===== config.mk =====
export PLATFORM = sky130hd
export DESIGN_NAME = kamacore_dmem_ctrl
export DESIGN_NICKNAME = d
export VERILOG_FILES = /design/src/rtl/kamacore_dmem_pkg.sv /design/src/rtl/kamacore_dmem_lane.sv /design/src/rtl/kamacore_dmem_ctrl.sv
export SDC_FILE = /design/constraint.sdc
export NUM_CORES = 1
export LEC_CHECK = 0
export CAP_MARGIN = 20
export CELL_PAD_IN_SITES_DETAIL_PLACEMENT = 1
export CELL_PAD_IN_SITES_GLOBAL_PLACEMENT = 1
export CORE_AREA = 8 8 136 138
export DETAILED_ROUTE_END_ITERATION = 12
export DIE_AREA = 0 0 144 146
export GPL_ROUTABILITY_DRIVEN = 0
export GPL_TIMING_DRIVEN = 0
export PLACE_DENSITY = 0.82
export SYNTH_ARGS = -nofsm -noshare
export SYNTH_HDL_FRONTEND = slang
export SYNTH_SLANG_ARGS = --single-unit

===== constraint.sdc =====
create_clock -name clk -period 4.7 [get_ports clk]
set_input_delay 1.41 -clock clk [delete_from_list [all_inputs] [get_ports clk]]
set_output_delay 1.41 -clock clk [all_outputs]
set_load 0.01 [all_outputs]

===== src/rtl/kamacore_dmem_pkg.sv =====
// -----------------------------------------------------------------------------
// kamacore_dmem_pkg
// Shared types and constants for the data-memory controller.
//   CPU_WIDTH : datapath / byte-address width
//   size_e    : access size encoding used on core_size (3 decodes as word)
//   state_e   : controller state (IDLE, or second half of a sub-word store)
// -----------------------------------------------------------------------------
package kamacore_dmem_pkg;

    localparam int CPU_WIDTH = 32;

    typedef enum logic [1:0] {
        SIZE_BYTE = 2'd0,
        SIZE_HALF = 2'd1,
        SIZE_WORD = 2'd2
    } size_e;

    typedef enum logic {
        ST_IDLE      = 1'b0,
        ST_RMW_WRITE = 1'b1
    } state_e;

endpackage


===== src/rtl/kamacore_dmem_lane.sv =====
// -----------------------------------------------------------------------------
// kamacore_dmem_lane
// Purely combinational byte-lane unit.
//   size_i     : access size (byte / half / word, 3 = word)
//   addr_lo_i  : byte offset within the word
//   unsigned_i : zero-extend sub-word loads when 1, sign-extend when 0
//   rdata_i    : word read from memory (load path)
//   old_i      : word captured for read-modify-write (store path)
//   wdata_i    : LSB-aligned store data
//   load_o     : extracted and extended load value
//   merge_o    : old_i with the addressed lanes replaced by store data
// -----------------------------------------------------------------------------
module kamacore_dmem_lane
    import kamacore_dmem_pkg::*;
(
    input  logic [1:0]           size_i,
    input  logic [1:0]           addr_lo_i,
    input  logic                 unsigned_i,
    input  logic [CPU_WIDTH-1:0] rdata_i,
    input  logic [CPU_WIDTH-1:0] old_i,
    input  logic [CPU_WIDTH-1:0] wdata_i,
    output logic [CPU_WIDTH-1:0] load_o,
    output logic [CPU_WIDTH-1:0] merge_o
);

    localparam int NB = CPU_WIDTH / 8;

    logic        is_byte;
    logic        is_half;
    logic [7:0]  byte_sel;
    logic [15:0] half_sel;

    assign is_byte  = (size_i == SIZE_BYTE);
    assign is_half  = (size_i == SIZE_HALF);
    assign byte_sel = rdata_i[{addr_lo_i, 3'b000} +: 8];
    assign half_sel = rdata_i[{addr_lo_i[1], 4'b0000} +: 16];

    always_comb begin
        load_o = rdata_i;
        if (is_byte) begin
            load_o = unsigned_i ? {{(CPU_WIDTH-8){1'b0}}, byte_sel}
                                : {{(CPU_WIDTH-8){byte_sel[7]}}, byte_sel};
        end else if (is_half) begin
            load_o = unsigned_i ? {{(CPU_WIDTH-16){1'b0}}, half_sel}
                                : {{(CPU_WIDTH-16){half_sel[15]}}, half_sel};
        end
    end

    // Store data is replicated across the word so each lane simply picks its
    // own byte; the lane enable decides whether it replaces the old byte.
    genvar gi;
    generate
        for (gi = 0; gi < NB; gi++) begin : g_lane
            localparam logic [1:0] LANE = 2'(gi);
            logic       be;
            logic [7:0] src;
            assign be  = is_byte ? (addr_lo_i == LANE)
                       : is_half ? (addr_lo_i[1] == LANE[1])
                       : 1'b1;
            assign src = is_byte ? wdata_i[7:0]
                       : is_half ? wdata_i[8*(gi%2) +: 8]
                       : wdata_i[8*gi +: 8];
            assign merge_o[8*gi +: 8] = be ? src : old_i[8*gi +: 8];
        end
    endgenerate

endmodule


===== src/rtl/kamacore_dmem_ctrl.sv =====
// -----------------------------------------------------------------------------
// kamacore_dmem_ctrl
// Arbiter/controller for the single-port, async-read data memory.
//   clk, rst            : clock, synchronous active-low reset
//   core_*              : MEM-stage load/store port (byte address, sized)
//   dma_*               : word-only secondary port (word address)
//   mem_we/mem_a/mem_di : memory write enable, word address, write data
//   mem_spo             : memory asynchronous read data for mem_a
// Core wins arbitration unless the dma port has been refused STARVE_LIMIT
// consecutive cycles. Sub-word stores take two cycles (read, then merged
// write) and hold the memory for the core across both.
// -----------------------------------------------------------------------------
module kamacore_dmem_ctrl #(
    parameter int CPU_WIDTH    = 32,
    parameter int ADDR_WIDTH   = 10,
    parameter int STARVE_LIMIT = 4
) (
    input  logic                  clk,
    input  logic                  rst,
    input  logic                  core_req,
    input  logic                  core_we,
    input  logic [1:0]            core_size,
    input  logic                  core_unsigned,
    input  logic [CPU_WIDTH-1:0]  core_addr,
    input  logic [CPU_WIDTH-1:0]  core_wdata,
    output logic [CPU_WIDTH-1:0]  core_rdata,
    output logic                  core_ready,
    output logic                  core_misaligned,
    input  logic                  dma_req,
    input  logic                  dma_we,
    input  logic [ADDR_WIDTH-1:0] dma_addr,
    input  logic [CPU_WIDTH-1:0]  dma_wdata,
    output logic [CPU_WIDTH-1:0]  dma_rdata,
    output logic                  dma_ready,
    output logic                  mem_we,
    output logic [ADDR_WIDTH-1:0] mem_a,
    output logic [CPU_WIDTH-1:0]  mem_di,
    input  logic [CPU_WIDTH-1:0]  mem_spo
);
    import kamacore_dmem_pkg::*;

    localparam int               CNT_W      = $clog2(STARVE_LIMIT + 1);
    localparam logic [CNT_W-1:0] STARVE_MAX = CNT_W'(STARVE_LIMIT);
    localparam logic [CNT_W-1:0] CNT_ONE    = CNT_W'(1);

    state_e               state_q, state_d;
    logic [CNT_W-1:0]     starve_cnt_q, starve_cnt_d;
    logic [CPU_WIDTH-1:0] rmw_buf_q, rmw_buf_d;

    logic [ADDR_WIDTH-1:0] core_waddr;
    logic                  is_sub_word;
    logic                  core_mis;
    logic                  in_idle;
    logic                  dma_grant;
    logic                  core_grant;
    logic [CPU_WIDTH-1:0]  load_data;
    logic [CPU_WIDTH-1:0]  merge_data;
    logic                  unused_addr_bits;

    assign core_waddr       = core_addr[ADDR_WIDTH+1:2];
    assign unused_addr_bits = ^core_addr[CPU_WIDTH-1:ADDR_WIDTH+2];
    assign is_sub_word      = (core_size == SIZE_BYTE) || (core_size == SIZE_HALF);
    assign core_mis         = ((core_size == SIZE_HALF) && core_addr[0])
                            || (!is_sub_word && (core_addr[1:0] != 2'b00));
    assign in_idle          = (state_q == ST_IDLE);
    // dma only competes against an actual core request; an idle core never
    // blocks it.
    assign dma_grant        = rst && in_idle && dma_req
                            && (!core_req || (starve_cnt_q == STARVE_MAX));
    assign core_grant       = rst && in_idle && core_req && !dma_grant;

    kamacore_dmem_lane u_lane (
        .size_i     (core_size),
        .addr_lo_i  (core_addr[1:0]),
        .unsigned_i (core_unsigned),
        .rdata_i    (mem_spo),
        .old_i      (rmw_buf_q),
        .wdata_i    (core_wdata),
        .load_o     (load_data),
        .merge_o    (merge_data)
    );

    always_comb begin
        state_d         = state_q;
        starve_cnt_d    = starve_cnt_q;
        rmw_buf_d       = rmw_buf_q;
        mem_we          = 1'b0;
        mem_a           = core_waddr;
        mem_di          = '0;
        core_ready      = 1'b0;
        core_misaligned = 1'b0;
        core_rdata      = '0;
        dma_ready       = 1'b0;
        dma_rdata       = '0;

        // Everything stays quiet while reset is asserted, which also drops
        // any merged write that was pending in RMW_WRITE.
        if (rst) begin
            if (dma_grant) begin
                mem_a     = dma_addr;
                mem_we    = dma_we;
                mem_di    = dma_wdata;
                dma_ready = 1'b1;
                dma_rdata = dma_we ? '0 : mem_spo;
            end else if (core_grant) begin
                if (core_mis) begin
                    core_ready      = 1'b1;
                    core_misaligned = 1'b1;
                end else if (!core_we) begin
                    core_ready = 1'b1;
                    core_rdata = load_data;
                end else if (!is_sub_word) begin
                    core_ready = 1'b1;
                    mem_we     = 1'b1;
                    mem_di     = core_wdata;
                end else begin
                    rmw_buf_d = mem_spo;
                    state_d   = ST_RMW_WRITE;
                end
            end else if (state_q == ST_RMW_WRITE) begin
                mem_we     = 1'b1;
                mem_di     = merge_data;
                core_ready = 1'b1;
                state_d    = ST_IDLE;
            end

            // A misaligned core access never touches memory, so it is not
            // charged against the waiting dma request.
            if (!dma_req || dma_grant) begin
                starve_cnt_d = '0;
            end else if (core_grant && core_mis) begin
                starve_cnt_d = starve_cnt_q;
            end else if (starve_cnt_q != STARVE_MAX) begin
                starve_cnt_d = starve_cnt_q + CNT_ONE;
            end
        end
    end

    always_ff @(posedge clk) begin
        if (!rst) begin
            state_q      <= ST_IDLE;
            starve_cnt_q <= '0;
            rmw_buf_q    <= '0;
        end else begin
            state_q      <= state_d;
            starve_cnt_q <= starve_cnt_d;
            rmw_buf_q    <= rmw_buf_d;
        end
    end

endmodule


==> reports/results.ini <==
[run_status]
status=finished, final reports clean

[die]
fp.dieW_um=144
dieArea_mm2=0.0210
num_rows=47
die_h_um=146
initial_utilization_pct=24.5
core_area_mm2=0.0163
io_pins=257

[detailed_routing]
vias=5143
drt_iter0_markers=298
vias_per_cell=5.18
drtAntennaViolNets=0
drcViolationCount=0
wire_per_inst_um=22.5
wl_mm=22.4
dr.pass1.iters=4

[setup_path]
slowest_stage=clkdlybuf4s50_1
worstSetupPathType=input pin to output port
cp_cell_sequence=clkdlybuf4s50_1 -> nand4bb_1 -> nor3_4 -> buf_4 -> buf_6 -> nand2_1 -> a31oi_2 -> clkdlybuf4s15_1
required_ps=3290
crit_path_max_fanout=10
cp_data_arrival_time_ps=3260
crit_family=buffers and inverters
slowest_delay_ps=530
cp.buffers_inverters=4
cp-start-kind=input pin
end_kind=output port

[synth]
synthesis.area_mm2=0.00399
synth_cells=524
ys_seq_elements=36
ys_types=50
synthesis.nets=673
syn_avg_cell_area_um2=7.62
seq_area_frac_synth_pct=18.1
ys_warn_count=0

[cts]
clk_pin_slew_worst_paths_ps=60
clock_sinks=36
clock_path_buffers=2
numCtsBuffers=5
cts-root-buf=clkbuf_16
htree_levels=2
ctsHoldBuffers=0
clk_latency_ps=280
cts_tree=yes

[hold_path]
hold_path.class=flop to flop

[timing]
rsz0062_at_grt=false
worst_clock_skew_ps=7.10
tightest_slew_ps=544
relSlewSlack_pct=63.7
hold_viol_final=0
fin_crit_ps=4670
fin_crit_sh_pct=99.4
setup_viol=0
final_max_slew_viol_count=0
fmax_ghz=0.214

[global_routing]
grt_use_met2_pct=34.0
grt_use_total_pct=20.5
grt_antenna_before_repair=1
gr-total-overflow=0
busiest_layer=met2
grt_max_degree=12
grt_pass1_wl_mm=33.1
gr-usage-met1_pct=24.4
grt_pass1_vias=5580
use_met3_pct=6.07

[layout]
nFillCells=1992
drive_gt1_share_pct=20.6
synthToLayoutAreaGrowth_pct=72.2
final_cell_mix=161 x clkdlybuf4s50_1, 58 x mux2i_1, 55 x nand2_1, 44 x nor2_1, 38 x o21ai_0
layout.nets=920
final_cells=993
layout_commonest_cell=clkdlybuf4s50_1

[placed_design]
dp_cells=979
dp_hpwl_mm=18.1
numPortBuffers=235

[power]
ir_drop_uv=124
powerDensity_mw_per_mm2=157
total_power_uw=1080
leakage_uw=0.00297

[job]
cap_violations=0

[cells in the mapped netlist (all sizes together)]
cell | instances | area share (%)
mux2i | 58 | 15
nand2 | 56 | 5.3
nor2 | 48 | 4.6
o21ai | 40 | 5.1
dfxtp | 36 | 18
and2 | 31 | 4.9
nor3 | 27 | 5.5
buf | 26 | 4.5
a21oi | 25 | 3.5
clkbuf | 22 | 2.1
a31oi | 18 | 3.0
nand3 | 18 | 2.3
nor2b | 18 | 2.8
mux2 | 16 | 4.5
a211oi | 14 | 3.0
a22oi | 12 | 2.3
inv | 8 | 0.75
o2bb2ai | 8 | 1.8
o31a | 8 | 1.8
mux4 | 7 | 3.9
nand3b | 4 | 0.85
nand2b | 3 | 0.47
a21o | 2 | 0.38
and3 | 2 | 0.31
and3b | 2 | 0.44
ha | 2 | 0.63
nand4bb | 2 | 0.56
a21bo | 1 | 0.25
a31o | 1 | 0.22
nor3b | 1 | 0.19
nor4 | 1 | 0.16
o21ba | 1 | 0.25
o21bai | 1 | 0.19
o31ai | 1 | 0.19
o41ai | 1 | 0.22
or2 | 1 | 0.16
or4 | 1 | 0.19
xnor2 | 1 | 0.22
[per-stage QoR]
step | setup slack, ps | util [%] | instance area, um^2 | hold WS [ps] | TNS, ps
global placement | -888 | 40.6 | 6620 | 476 | -72810
global route | 2.40 | 42.2 | 6870 | 523 | 0
CTS | 0.0866 | 42.7 | 6960 | 508 | 0
floorplan | 551 | - | 3990 | 463 | 0
finish | 29.1 | 42.2 | 6870 | 502 | 0
detailed placement | -883 | 40.6 | 6620 | 495 | -72930
[power by group]
| part | internal [uW] | total (uW) | leakage [uW] | switching [uW] |
|---|---|---|---|---|
| Sequential | 311 | 316 | 0.000291 | 4.72 |
| Clock | 192 | 326 | 0.0000657 | 134 |
| Combinational | 223 | 440 | 0.00261 | 217 |
[per-layer routing]
layer	wire, um	vias up
met5	0	-
met4	663	0
met3	1990	38
met2	10500	213
met1	9200	2513
li1	-	2379
[cell type report]
class                      count  area (um^2)  area share, %
multi-input combinational    432         3180           46.2
timing repair buffer         244         2220           32.3
sequential                    36          721           10.5
buffer                        44          310           4.51
tap                          220          275           4.00
clock buffer                   5          125           1.82
inverter                       8         30.0          0.437
clock inverter                 2         12.5          0.182
antenna                        2         5.00         0.0728
[tightest hold or removal path: stages, from the launching register on]
cell and delay [ps]:
dfxtp_1 330, mux2i_1 70, nor2_1 70
[sequential cells by signal (all words and copies together), names as in the netlist]
register,count
rmw_buf_q,32
starve_cnt_q,3
state_q,1
[cells by family (layout without fill, tap and decap cells)]
family	after synthesis	after routing	share of synthesized area, %
multiplexers	81	81	23.0
flip-flops	36	36	18.1
XOR/XNOR	1	1	0.219
AND/OR/NAND/NOR	215	215	28.7
adder cells (fa/ha/maj)	2	2	0.627
other	0	2	0
AO/OA/AOI/OAI	133	133	22.1
buffers and inverters	56	303	7.34
[timing repair]
action                                  CTS  global route
pin swaps                                 5             0
resized for setup                       153            80
endpoints found under the setup margin  109            50
setup buffers                             9             0
endpoints found under the hold margin     0             0
gates cloned                              0             0
[worst paths after layout]
path                                       from             to  slack, ps  cells past startpoint
worst min-delay path              rmw_buf_q[23]  rmw_buf_q[23]        500                      2
worst max register to register  starve_cnt_q[0]  rmw_buf_q[26]       2670                      8
worst max-delay path                    core_we      mem_di[3]         30                      8
worst min register to register    rmw_buf_q[23]  rmw_buf_q[23]        500                      2
(Power assumes the default switching activity.)
